===== src/rtl/x_23k640_req_pkg.sv =====
// Shared types for the 23K640 request/completion buffer.
// Request payload layout and the address/data widths of the SRAM engine interface.
package x_23k640_req_pkg;

   localparam int unsigned ADDR_W = 16;
   localparam int unsigned DATA_W = 8;

   typedef struct packed {
      logic              rd_n_wr;
      logic [ADDR_W-1:0] addr;
      logic [DATA_W-1:0] wdata;
   } req_t;

   localparam int unsigned REQ_W = $bits(req_t);

endpackage


===== src/rtl/x_23k640_req_fifo.sv =====
// Generic synchronous FIFO with extra-MSB pointers for full/empty detection.
// Pushes while full and pops while empty are ignored; storage is cleared on reset.
module x_23k640_req_fifo #(
   parameter int unsigned WIDTH = 8,
   parameter int unsigned DEPTH = 4
) (
   input  logic                     i_clk,
   input  logic                     i_rst,
   input  logic                     i_push,
   input  logic [WIDTH-1:0]         i_wdata,
   input  logic                     i_pop,
   output logic [WIDTH-1:0]         o_rdata,
   output logic                     o_full,
   output logic                     o_empty,
   output logic [$clog2(DEPTH):0]   o_count
);

   localparam int unsigned AW = $clog2(DEPTH);

   logic [AW:0]      wr_ptr_q, wr_ptr_d;
   logic [AW:0]      rd_ptr_q, rd_ptr_d;
   logic [WIDTH-1:0] mem_q [DEPTH];
   logic             push_en, pop_en;

   assign o_empty = (wr_ptr_q == rd_ptr_q);
   assign o_full  = (wr_ptr_q[AW] != rd_ptr_q[AW]) && (wr_ptr_q[AW-1:0] == rd_ptr_q[AW-1:0]);
   assign o_count = wr_ptr_q - rd_ptr_q;
   assign o_rdata = mem_q[rd_ptr_q[AW-1:0]];

   assign push_en = i_push & ~o_full;
   assign pop_en  = i_pop & ~o_empty;

   always_comb begin
      wr_ptr_d = wr_ptr_q;
      rd_ptr_d = rd_ptr_q;
      if (push_en) wr_ptr_d = wr_ptr_q + 1'b1;
      if (pop_en)  rd_ptr_d = rd_ptr_q + 1'b1;
   end

   always_ff @(posedge i_clk or posedge i_rst) begin
      if (i_rst) begin
         wr_ptr_q <= '0;
         rd_ptr_q <= '0;
         for (int i = 0; i < int'(DEPTH); i++) mem_q[i] <= '0;
      end else begin
         wr_ptr_q <= wr_ptr_d;
         rd_ptr_q <= rd_ptr_d;
         if (push_en) mem_q[wr_ptr_q[AW-1:0]] <= i_wdata;
      end
   end

endmodule


===== src/rtl/x_23k640_req.sv =====
// Request queue and read-completion buffer in front of the 23K640 data engine.
// Define X23K640_RDATA_FIFO_EN for a RSP_DEPTH-deep response FIFO; otherwise a single register.
module x_23k640_req
   import x_23k640_req_pkg::*;
#(
   parameter int unsigned REQ_DEPTH = 4,
   parameter int unsigned RSP_DEPTH = 4
) (
   input  logic              i_clk,
   input  logic              i_rst,
   input  logic              i_req_valid,
   output logic              o_req_ready,
   input  logic              i_req_rd_n_wr,
   input  logic [ADDR_W-1:0] i_req_addr,
   input  logic [DATA_W-1:0] i_req_wdata,
   output logic              o_rsp_valid,
   input  logic              i_rsp_ready,
   output logic [DATA_W-1:0] o_rsp_rdata,
   output logic              o_eng_valid,
   input  logic              i_eng_accept,
   output logic              o_eng_rd_n_wr,
   output logic [ADDR_W-1:0] o_eng_addr,
   output logic [DATA_W-1:0] o_eng_wdata,
   input  logic              i_eng_ready,
   input  logic [DATA_W-1:0] i_eng_rdata,
   output logic              o_busy
);

`ifdef X23K640_RDATA_FIFO_EN
   localparam bit RdataFifoEn = 1'b1;
`else
   localparam bit RdataFifoEn = 1'b0;
`endif
   localparam int unsigned Cap  = RdataFifoEn ? RSP_DEPTH : 1;
   localparam int unsigned CntW = $clog2(Cap) + 1;
   localparam int unsigned OccW = CntW + 1;

   req_t                       req_in, req_head;
   logic                       req_full, req_empty, req_push, eng_pop, rd_issue;
   logic [$clog2(REQ_DEPTH):0] req_count;
   logic [CntW-1:0]            outstanding_q, outstanding_d;
   logic [CntW-1:0]            rsp_count;
   logic [OccW-1:0]            occ;
   logic                       credit_ok, rsp_pop;

   assign req_in      = '{rd_n_wr: i_req_rd_n_wr, addr: i_req_addr, wdata: i_req_wdata};
   assign o_req_ready = ~req_full;
   assign req_push    = i_req_valid & o_req_ready;

   x_23k640_req_fifo #(
      .WIDTH (REQ_W),
      .DEPTH (REQ_DEPTH)
   ) u_req_fifo (
      .i_clk   (i_clk),
      .i_rst   (i_rst),
      .i_push  (req_push),
      .i_wdata (req_in),
      .i_pop   (eng_pop),
      .o_rdata (req_head),
      .o_full  (req_full),
      .o_empty (req_empty),
      .o_count (req_count)
   );

   // Reads only go out when the response side can absorb every completion already in flight.
   assign occ         = OccW'(rsp_count) + OccW'(outstanding_q);
   assign credit_ok   = occ < OccW'(Cap);
   assign o_eng_valid = ~req_empty & (~req_head.rd_n_wr | credit_ok);
   assign eng_pop     = i_eng_accept & o_eng_valid;
   assign rd_issue    = eng_pop & req_head.rd_n_wr;

   assign o_eng_rd_n_wr = req_head.rd_n_wr;
   assign o_eng_addr    = req_head.addr;
   assign o_eng_wdata   = req_head.wdata;

   always_comb begin
      outstanding_d = outstanding_q;
      if (rd_issue && !i_eng_ready) begin
         outstanding_d = outstanding_q + CntW'(1);
      end else if (!rd_issue && i_eng_ready && (outstanding_q != '0)) begin
         outstanding_d = outstanding_q - CntW'(1);
      end
   end

   always_ff @(posedge i_clk or posedge i_rst) begin
      if (i_rst) outstanding_q <= '0;
      else       outstanding_q <= outstanding_d;
   end

   assign rsp_pop = o_rsp_valid & i_rsp_ready;

`ifdef X23K640_RDATA_FIFO_EN
   logic rsp_full, rsp_empty;

   x_23k640_req_fifo #(
      .WIDTH (DATA_W),
      .DEPTH (RSP_DEPTH)
   ) u_rsp_fifo (
      .i_clk   (i_clk),
      .i_rst   (i_rst),
      .i_push  (i_eng_ready),
      .i_wdata (i_eng_rdata),
      .i_pop   (rsp_pop),
      .o_rdata (o_rsp_rdata),
      .o_full  (rsp_full),
      .o_empty (rsp_empty),
      .o_count (rsp_count)
   );

   assign o_rsp_valid = ~rsp_empty;

   a_rsp_no_overflow: assert property (@(posedge i_clk) disable iff (i_rst)
      i_eng_ready |-> !rsp_full);
`else
   logic              rsp_valid_q;
   logic [DATA_W-1:0] rsp_data_q;

   always_ff @(posedge i_clk or posedge i_rst) begin
      if (i_rst) begin
         rsp_valid_q <= 1'b0;
         rsp_data_q  <= '0;
      end else if (i_eng_ready) begin
         rsp_valid_q <= 1'b1;
         rsp_data_q  <= i_eng_rdata;
      end else if (rsp_pop) begin
         rsp_valid_q <= 1'b0;
      end
   end

   assign rsp_count   = CntW'(rsp_valid_q);
   assign o_rsp_valid = rsp_valid_q;
   assign o_rsp_rdata = rsp_data_q;

   a_rsp_no_overflow: assert property (@(posedge i_clk) disable iff (i_rst)
      i_eng_ready |-> !rsp_valid_q || rsp_pop);
`endif

   assign o_busy = (req_count != '0) | (outstanding_q != '0) | (rsp_count != '0);

   a_accept_valid: assert property (@(posedge i_clk) disable iff (i_rst)
      i_eng_accept |-> o_eng_valid);
   a_ready_outstanding: assert property (@(posedge i_clk) disable iff (i_rst)
      i_eng_ready |-> outstanding_q != '0);
   a_head_stable: assert property (@(posedge i_clk) disable iff (i_rst)
      o_eng_valid && !i_eng_accept |=> o_eng_valid && $stable(req_head));

endmodule


===== config.mk =====
export PLATFORM = sky130hd
export DESIGN_NAME = x_23k640_req
export DESIGN_NICKNAME = d
export VERILOG_FILES = /design/src/rtl/x_23k640_req_pkg.sv /design/src/rtl/x_23k640_req_fifo.sv /design/src/rtl/x_23k640_req.sv
export SDC_FILE = /design/constraint.sdc
export NUM_CORES = 1
export LEC_CHECK = 0
export ABC_AREA = 1
export BUFFER_PORTS_ARGS = -buffer_cell sky130_fd_sc_hd__buf_2
export CAP_MARGIN = 15
export CELL_PAD_IN_SITES_DETAIL_PLACEMENT = 1
export CELL_PAD_IN_SITES_GLOBAL_PLACEMENT = 1
export CORE_MARGIN = 2
export CORE_UTILIZATION = 30
export CTS_CLUSTER_DIAMETER = 50
export DETAILED_ROUTE_END_ITERATION = 10
export PLACE_DENSITY = 0.6
export SLEW_MARGIN = 20
export SYNTH_ARGS = -nofsm -noshare
export SYNTH_HDL_FRONTEND = slang
export SYNTH_HIERARCHICAL = 1
export SYNTH_SLANG_ARGS = --single-unit

===== constraint.sdc =====
create_clock -name i_clk -period 3.3 [get_ports i_clk]
set_input_delay 0.165 -clock i_clk [delete_from_list [all_inputs] [get_ports i_clk]]
set_output_delay 0.165 -clock i_clk [all_outputs]
set_load 0.005 [all_outputs]

==> flow_summary.toml, run 1 <==
[clock_tree]
cts_buffer_depth = 2
clk_pin_slew_ns = 0.06
cts_tree = "built"
htree_levels = 4
postCtsSetupBuffers = 0
cts_inserted_buffers = 17
clock_latency_ns = 0.42
cts_root_buffer = "clkbuf_16"
cts_sinks = 116

[grt]
grt_max_degree = 81
grt_pass1_vias = 5629
grt_overflow = 0
antenna_found_initial = 1
track_usage_pct = 19.51
grt_pass1_wl_um = 30520

[sta]
fmax_ghz = 0.3383
finalHoldViolCount = 0
grt_setup_unrepaired = "no"
tightest_slew_ns = 0.9206
layout_worst_path_cycle_share_pct = 89.57
slew_violations = 0
finalSetupViolations = 0
timing.final.crit_period_ns = 2.956
tns_ns = 0
whs_ns = 0.03784
skew_ns = 0.01035
max-slew-margin-rel_pct = 38.63

[drt]
vias_per_cell = 5.260
via_count = 5281
ant_nets = 0
drt_iter0_markers = 384
drc = 0
wirelength_um = 18810
wl_per_cell_um = 18.74
drtPass1Iterations = 4

[placement]
gp_congestion = 0.7258
dpl_cell_area_um2 = 6182
dpl.hpwl_um = 10850
dp_cells = 961
io_buffers = 75

[outcome]
outcome = "completed"

[worst_setup_path]
critPathLaunchType = "flip-flop"
setup.worst_path.end_class = "flip-flop"
crit_fanout = 30
arrival_ns = 3.25
crit_type = "reg -> reg"
cp.required_ns = 3.59

[synth]
synthAdderAreaFrac_pct = 1.900
avgSynthCellArea_um2 = 8.136
synthMuxAreaShare_pct = 0
synth_top_area_share_pct = 51.26
synthDistinctLibCells = 22
synth_xor_xnor_area_share_pct = 0.3093
yosys_warnings = 6
syn_area_um2 = 5663
syn_inst = 696
synthTopCellsByArea = "dfrtp_1 51%, nand2_1 16%, nand4_1 11%, o21ai_0 4.6%, nor2_1 3.6%"
synth_area_leader_cell = "dfrtp_1"
synth_fp_nets = 743
ys_seq_area_share_pct = 51.26
synth_compound_area_share_pct = 7.490
synth_top_family_by_area = "simple AND/OR/NAND/NOR gates"
ys_seq_elements = 116
synth-simple-area-share_pct = 32.63

[cells_and_area]
stdcell_count = 1004
area_delta_synth_final_pct = 22.16
ff_latch_area_um2 = 2903
multiInputGateArea_um2 = 2405
drive_above_1_share_pct = 16.64
design_area_um2 = 6918
fill_cells = 2243
final_nets = 803

[power_and_ir_drop]
vdd_drop_max_uv = 486.0
p_leak_nw = 3.534
total_power_mw = 7.730
p_per_area_nw_per_um2 = 1117

[flow_run]
max_cap_violations = 0

[floorplanning]
coreArea_um2 = 18640
die_h_um = 141.4
start_util_pct = 30.38
ios = 76
die-area_um2 = 19990
std_cell_rows = 50
die_width_um = 141.4

[worst_hold_path]
hp-class = "in -> reg"
timing repair:
item,4_1_cts,5_1_grt
hold buffers,10,0
gates resized for setup,0,0
endpoints found under the hold margin,19,0
layout by cell type, fill, tap and decap left out, drive strengths merged:
| master | synthesis | layout |
|---|---|---|
| buf | 32 | 90 |
| bufinv | 0 | 3 |
| clkbuf | 27 | 25 |
| clkinv | 1 | 2 |
| clkinvlp | 0 | 3 |
| dfrtp | 116 | 116 |
| diode | 0 | 1 |
| dlygate4sd3 | 0 | 10 |
| fa | 1 | 1 |
| ha | 7 | 7 |
| inv | 20 | 20 |
| nand2 | 245 | 245 |
| nand3 | 10 | 10 |
| nand4 | 102 | 102 |
| nor2 | 54 | 54 |
| nor3 | 1 | 1 |
| o21ai | 52 | 52 |
| o21bai | 1 | 1 |
| o22ai | 25 | 25 |
| xor2 | 2 | 2 |
worst paths after layout:
kind,end,start,depth (start not counted),slack (ns)
max reg2reg,u_req_fifo/mem_q[69]$_DFFE_PP0P_,u_req_fifo/wr_ptr_q[0]$_DFFE_PP0P_,11,0.34
max,u_req_fifo/mem_q[69]$_DFFE_PP0P_,u_req_fifo/wr_ptr_q[0]$_DFFE_PP0P_,11,0.34
min reg2reg,u_req_fifo/mem_q[62]$_DFFE_PP0P_,u_req_fifo/mem_q[62]$_DFFE_PP0P_,2,0.46
min in group asynchronous,o_rsp_rdata[3]$_DFFE_PP0P_,i_rst,3,0.30
max in group asynchronous,u_req_fifo/mem_q[91]$_DFFE_PP0P_,i_rst,4,2.05
min,u_req_fifo/mem_q[23]$_DFFE_PP0P_,i_req_addr[15],3,0.04
registers in the layout (all words and copies together), names as in the netlist:
signal	cells
u_req_fifo/mem_q	100
o_rsp_rdata	8
u_req_fifo/rd_ptr_q	3
u_req_fifo/wr_ptr_q	3
o_rsp_valid	1
outstanding_q	1
cells in the mapped netlist (all sizes together):
cell type and count:
nor3 1, xor2 2, inv 20, buf 32, nand4 102, dfrtp 116
ha 7, fa 1, clkinv 1, clkbuf 27, o21bai 1, o21ai 52
nand3 10, o22ai 25, nor2 54, nand2 245
metrics by stage:
| stage | util (%) | setup WS (ns) |
|---|---|---|
| final | 37.11 | 0.3443 |
| after global routing | 37.09 | 0.05229 |
| after CTS | 37.09 | 0.3525 |
| after detailed placement | 33.16 | 0.3468 |
| after global placement | 33.16 | 0.5049 |
| after floorplan | - | 0.3461 |
kinds of logic (layout without fill, tap and decap cells):
logic type               after synthesis  after routing
XOR/XNOR                               2              2
flip-flops                           116            116
AND/OR/NAND/NOR                      412            412
adder cells (fa/ha/maj)                8              8
other                                  0              1
buffers and inverters                 80            153
AO/OA/AOI/OAI                         78             78
worst max-delay path, cell delays in order (launching register included):
cell and delay (ns):
dfrtp_1 0.39, inv_1 0.11, ha_1 0.33, nand2_1 0.07
inv_1 0.07, nand3_4 0.26, inv_1 0.15, nor2_4 0.17
buf_4 0.32, nand3_2 0.62, nand2_1 0.24, nand2_1 0.09
final cells by class:
cell class,count,area share [%]
clock inverters,7,1.700
inverters,21,1.176
repair buffers,100,8.682
flip-flops and latches,116,41.96
diodes,1,0.03617
multi-input cells,500,34.76
clock buffers,25,7.452
well taps,234,4.232
report_power, final:
group	switching, mW	internal (mW)	total, mW
registers	0.334	2.04	2.37
clock network	0.653	1.31	1.96
logic	2.33	1.07	3.40
total	3.32	4.41	7.73
per-layer routing:
| layer | track usage [%] | vias to the layer above | routed length [um] |
|---|---|---|---|
| met1 | 25.80 | 2667 | 8720 |
| met4 | 4.632 | 0 | 153 |
| met3 | 4.489 | 10 | 887 |
| li1 | - | 2483 | - |
| met2 | 32.63 | 121 | 9052 |
| met5 | 0 | - | 0 |
(Power assumes the default switching activity.)
==> run 2: changes to the inputs <==
Settings changed: ABC_AREA 1 to not set, CORE_UTILIZATION 30 to 48, CTS_CLUSTER_DIAMETER 50 to 60, PLACE_DENSITY 0.6 to 0.81.
==> run 2 against run 1 <==
Effect of this change: routed wire length is 34% lower; die area is 41% lower; combinational power is 12% lower; maximum frequency is 9.6% higher; count of clock-buffer cells in the layout is 3 lower; register-to-register slack better by 0.26 ns; global-route usage is 4.0 points higher; design area is 2.9% lower; critical path depth is 2 lower; clock power is 9% lower; critical path type unchanged.
==> flow_summary.toml, run 2 <==
[synth]
avgSynthCellArea_um2 = 16.23
yosys_warnings = 6
synthTopCellsByArea = "dfrtp_1 56%, mux2_2 22%, mux4_2 11%, buf_6 1.7%, mux2_1 1.7%"
async_reset_ff_share_pct = 100.0
synth-main-ff-cell = "dfrtp_1"
synth_fp_nets = 368
syn_inst = 321
synth_xor_xnor_area_share_pct = 0.9846
synth_top_family_by_area = "multiplexers"
yosys.cell_count.top_type = "dfrtp_1"
synth-simple-area-share_pct = 1.561
synthAdderAreaFrac_pct = 2.065
synthMuxAreaShare_pct = 34.99
netlist_top_cells_count = "116 x dfrtp_1, 103 x mux2_2, 25 x mux4_2"
syn_area_um2 = 5210
synth_area_leader_cell = "dfrtp_1"
ys_seq_elements = 116
synthDistinctLibCells = 25
ys_seq_area_share_pct = 55.72
synth_top_area_share_pct = 55.72
synth_compound_area_share_pct = 1.489
synth_edf_count = 0

[drt]
ant_nets = 0
via_count = 3204
vias_per_cell = 5.349
drc = 0
wl_per_cell_um = 20.58
drt_iter0_markers = 101
drtPass1Iterations = 4
wirelength_um = 12330

[clock_tree]
cts_buffer_depth = 2
htree_levels = 4
cts_tree = "built"
postCtsSetupBuffers = 0
cts_inserted_buffers = 17
cts_root_buffer = "clkbuf_8"
clock_latency_ns = 0.52
clk_pin_slew_ns = 0.06
cts_sinks = 116
cts_repair_resize_count = 0

[floorplanning]
coreArea_um2 = 10700
start_util_pct = 48.70
die_width_um = 108.2
ios = 76
die_h_um = 108.2
std_cell_rows = 38
die-area_um2 = 11700

[cells_and_area]
largest_register_ffs = 100
final_cell_mix = "115 x dfrtp_1, 103 x mux2_2, 75 x buf_2"
regMostFlops = "u_req_fifo/mem_q"
area_delta_synth_final_pct = 28.96
fill_cells = 1006
drive_above_1_share_pct = 53.81
stdcell_count = 599
diodes = 0
final_nets = 493
final_common_cell = "dfrtp_1"

[power_and_ir_drop]
switchingPower_mw = 2.311
p_per_area_nw_per_um2 = 1087
clkPwrFrac_pct = 24.4
combPwrFrac_pct = 41.0
p_seq_share_pct = 34.5
switching_share_pct = 31.65
total_power_mw = 7.300
vdd_drop_max_uv = 493.0
p_leak_nw = 2.935
p_int_mw = 4.989

[placement]
place_ws_ns = 0.6467
gp_congestion = 0.7681
dpl.hpwl_um = 7257
dp_cells = 529
io_buffers = 75

[worst_setup_path]
arrival_ns = 3.09
crit_fanout = 17
setup.worst_path.end_class = "flip-flop"
cpMostUsedCell = "nand2_1"
path_cells = "inv_1 -> ha_1 -> nand2_1 -> nor2_1 -> nor2b_1 -> nand2_1 -> a21oi_4 -> buf_12 -> mux2_2"
cp_num_buf_inv = 2
max_stage_delay_ns = 0.42
critPathSlowestCell = "a21oi_4"
cp.required_ns = 3.70
critPathTopFamily = "simple AND/OR/NAND/NOR gates"
critPathLaunchType = "flip-flop"
crit_type = "reg -> reg"

[grt]
grt_use_met3_pct = 8.198
met2_usage_pct = 38.59
grt_max_degree = 92
grt_busiest_layer = "met2"
track_usage_pct = 23.56
gr-usage-met1_pct = 29.70
grt_pass1_wl_um = 20060
antenna_found_initial = 0
grt_overflow = 0
grt_pass1_vias = 3651

[outcome]
outcome = "completed"

[sta]
fmax_ghz = 0.3709
layout_worst_path_cycle_share_pct = 81.69
finalSetupViolations = 0
whs_ns = 0.06945
tightest_slew_ns = 0.8112
layout_setup_ws_ns = 0.6041
finalHoldViolCount = 0
grt_setup_unrepaired = "no"
skew_ns = 0.007099
max-slew-margin-rel_pct = 45.92
timing.final.crit_period_ns = 2.696
tns_ns = 0
slew_violations = 0

[worst_hold_path]
hp-class = "in -> reg"

[flow_run]
max_cap_violations = 0
run 2: logic make-up (layout without fill, tap and decap cells):
logic type / count (synthesis) / count (layout)
multiplexers: 137 / 137
flip-flops: 116 / 116
buffers and inverters: 27 / 165
AND/OR/NAND/NOR: 16 / 16
AO/OA/AOI/OAI: 12 / 12
adder cells (fa/ha/maj): 8 / 8
XOR/XNOR: 5 / 5
run 2: per-layer routing:
metal  share of wire [%]  vias up  wire length [um]
li1                    -     1421                 -
met1                  43     1685              5248
met2                  51       83              6249
met3                 5.0       15               616
met4                 1.8        0               216
met5                   0        -                 0
run 2: final timing paths:
check | startpoint | end | slack (ns) | depth (start not counted)
setup reg to reg | u_req_fifo/wr_ptr_q[0]$_DFFE_PP0P_ | u_req_fifo/mem_q[40]$_DFFE_PP0P_ | 0.60 | 9
min in group asynchronous | i_rst | o_rsp_rdata[6]$_DFFE_PP0P_ | 0.22 | 3
hold reg to reg | o_rsp_rdata[0]$_DFFE_PP0P_ | o_rsp_rdata[0]$_DFFE_PP0P_ | 0.49 | 1
hold / removal | i_eng_ready | o_rsp_rdata[6]$_DFFE_PP0P_ | 0.07 | 2
max in group asynchronous | i_rst | u_req_fifo/mem_q[59]$_DFFE_PP0P_ | 2.17 | 4
setup / recovery | u_req_fifo/wr_ptr_q[0]$_DFFE_PP0P_ | u_req_fifo/mem_q[40]$_DFFE_PP0P_ | 0.60 | 9
run 2: layout make-up:
cell class	count	area (um2)	share of cell area, %
Sequential cell	116	2904	43.22
Multi-Input combinational cell	178	2171	32.31
Timing Repair Buffer	122	848.3	12.63
Clock buffer	22	442.9	6.592
Tap cell	140	175.2	2.607
Clock inverter	10	131.4	1.955
Inverter	11	46.29	0.6890
run 2: power by group through the flow:
stage          combinational, mW  sequential (mW)  clock [mW]
5_1_grt                     3.27             2.61        1.90
4_1_cts                     3.03             2.53        1.83
6_report                    3.00             2.52        1.78
3_3_place_gp                2.83             2.46           0
3_5_place_dp                2.94             2.51           0
2_1_floorplan               2.13             2.38           0
run 2: metrics by stage:
stage,util [%],cell area (um2)
after CTS,62.78,6716
after floorplan,-,5210
after global placement,53.86,5762
final,62.81,6719
after global routing,62.81,6719
after detailed placement,53.86,5762
run 2: repair_timing:
| action | 4_1_cts | 5_1_grt |
|---|---|---|
| hold endpoints to repair | 210 | 0 |
| endpoints found under the setup margin | 0 | 0 |
| hold buffers | 38 | 0 |
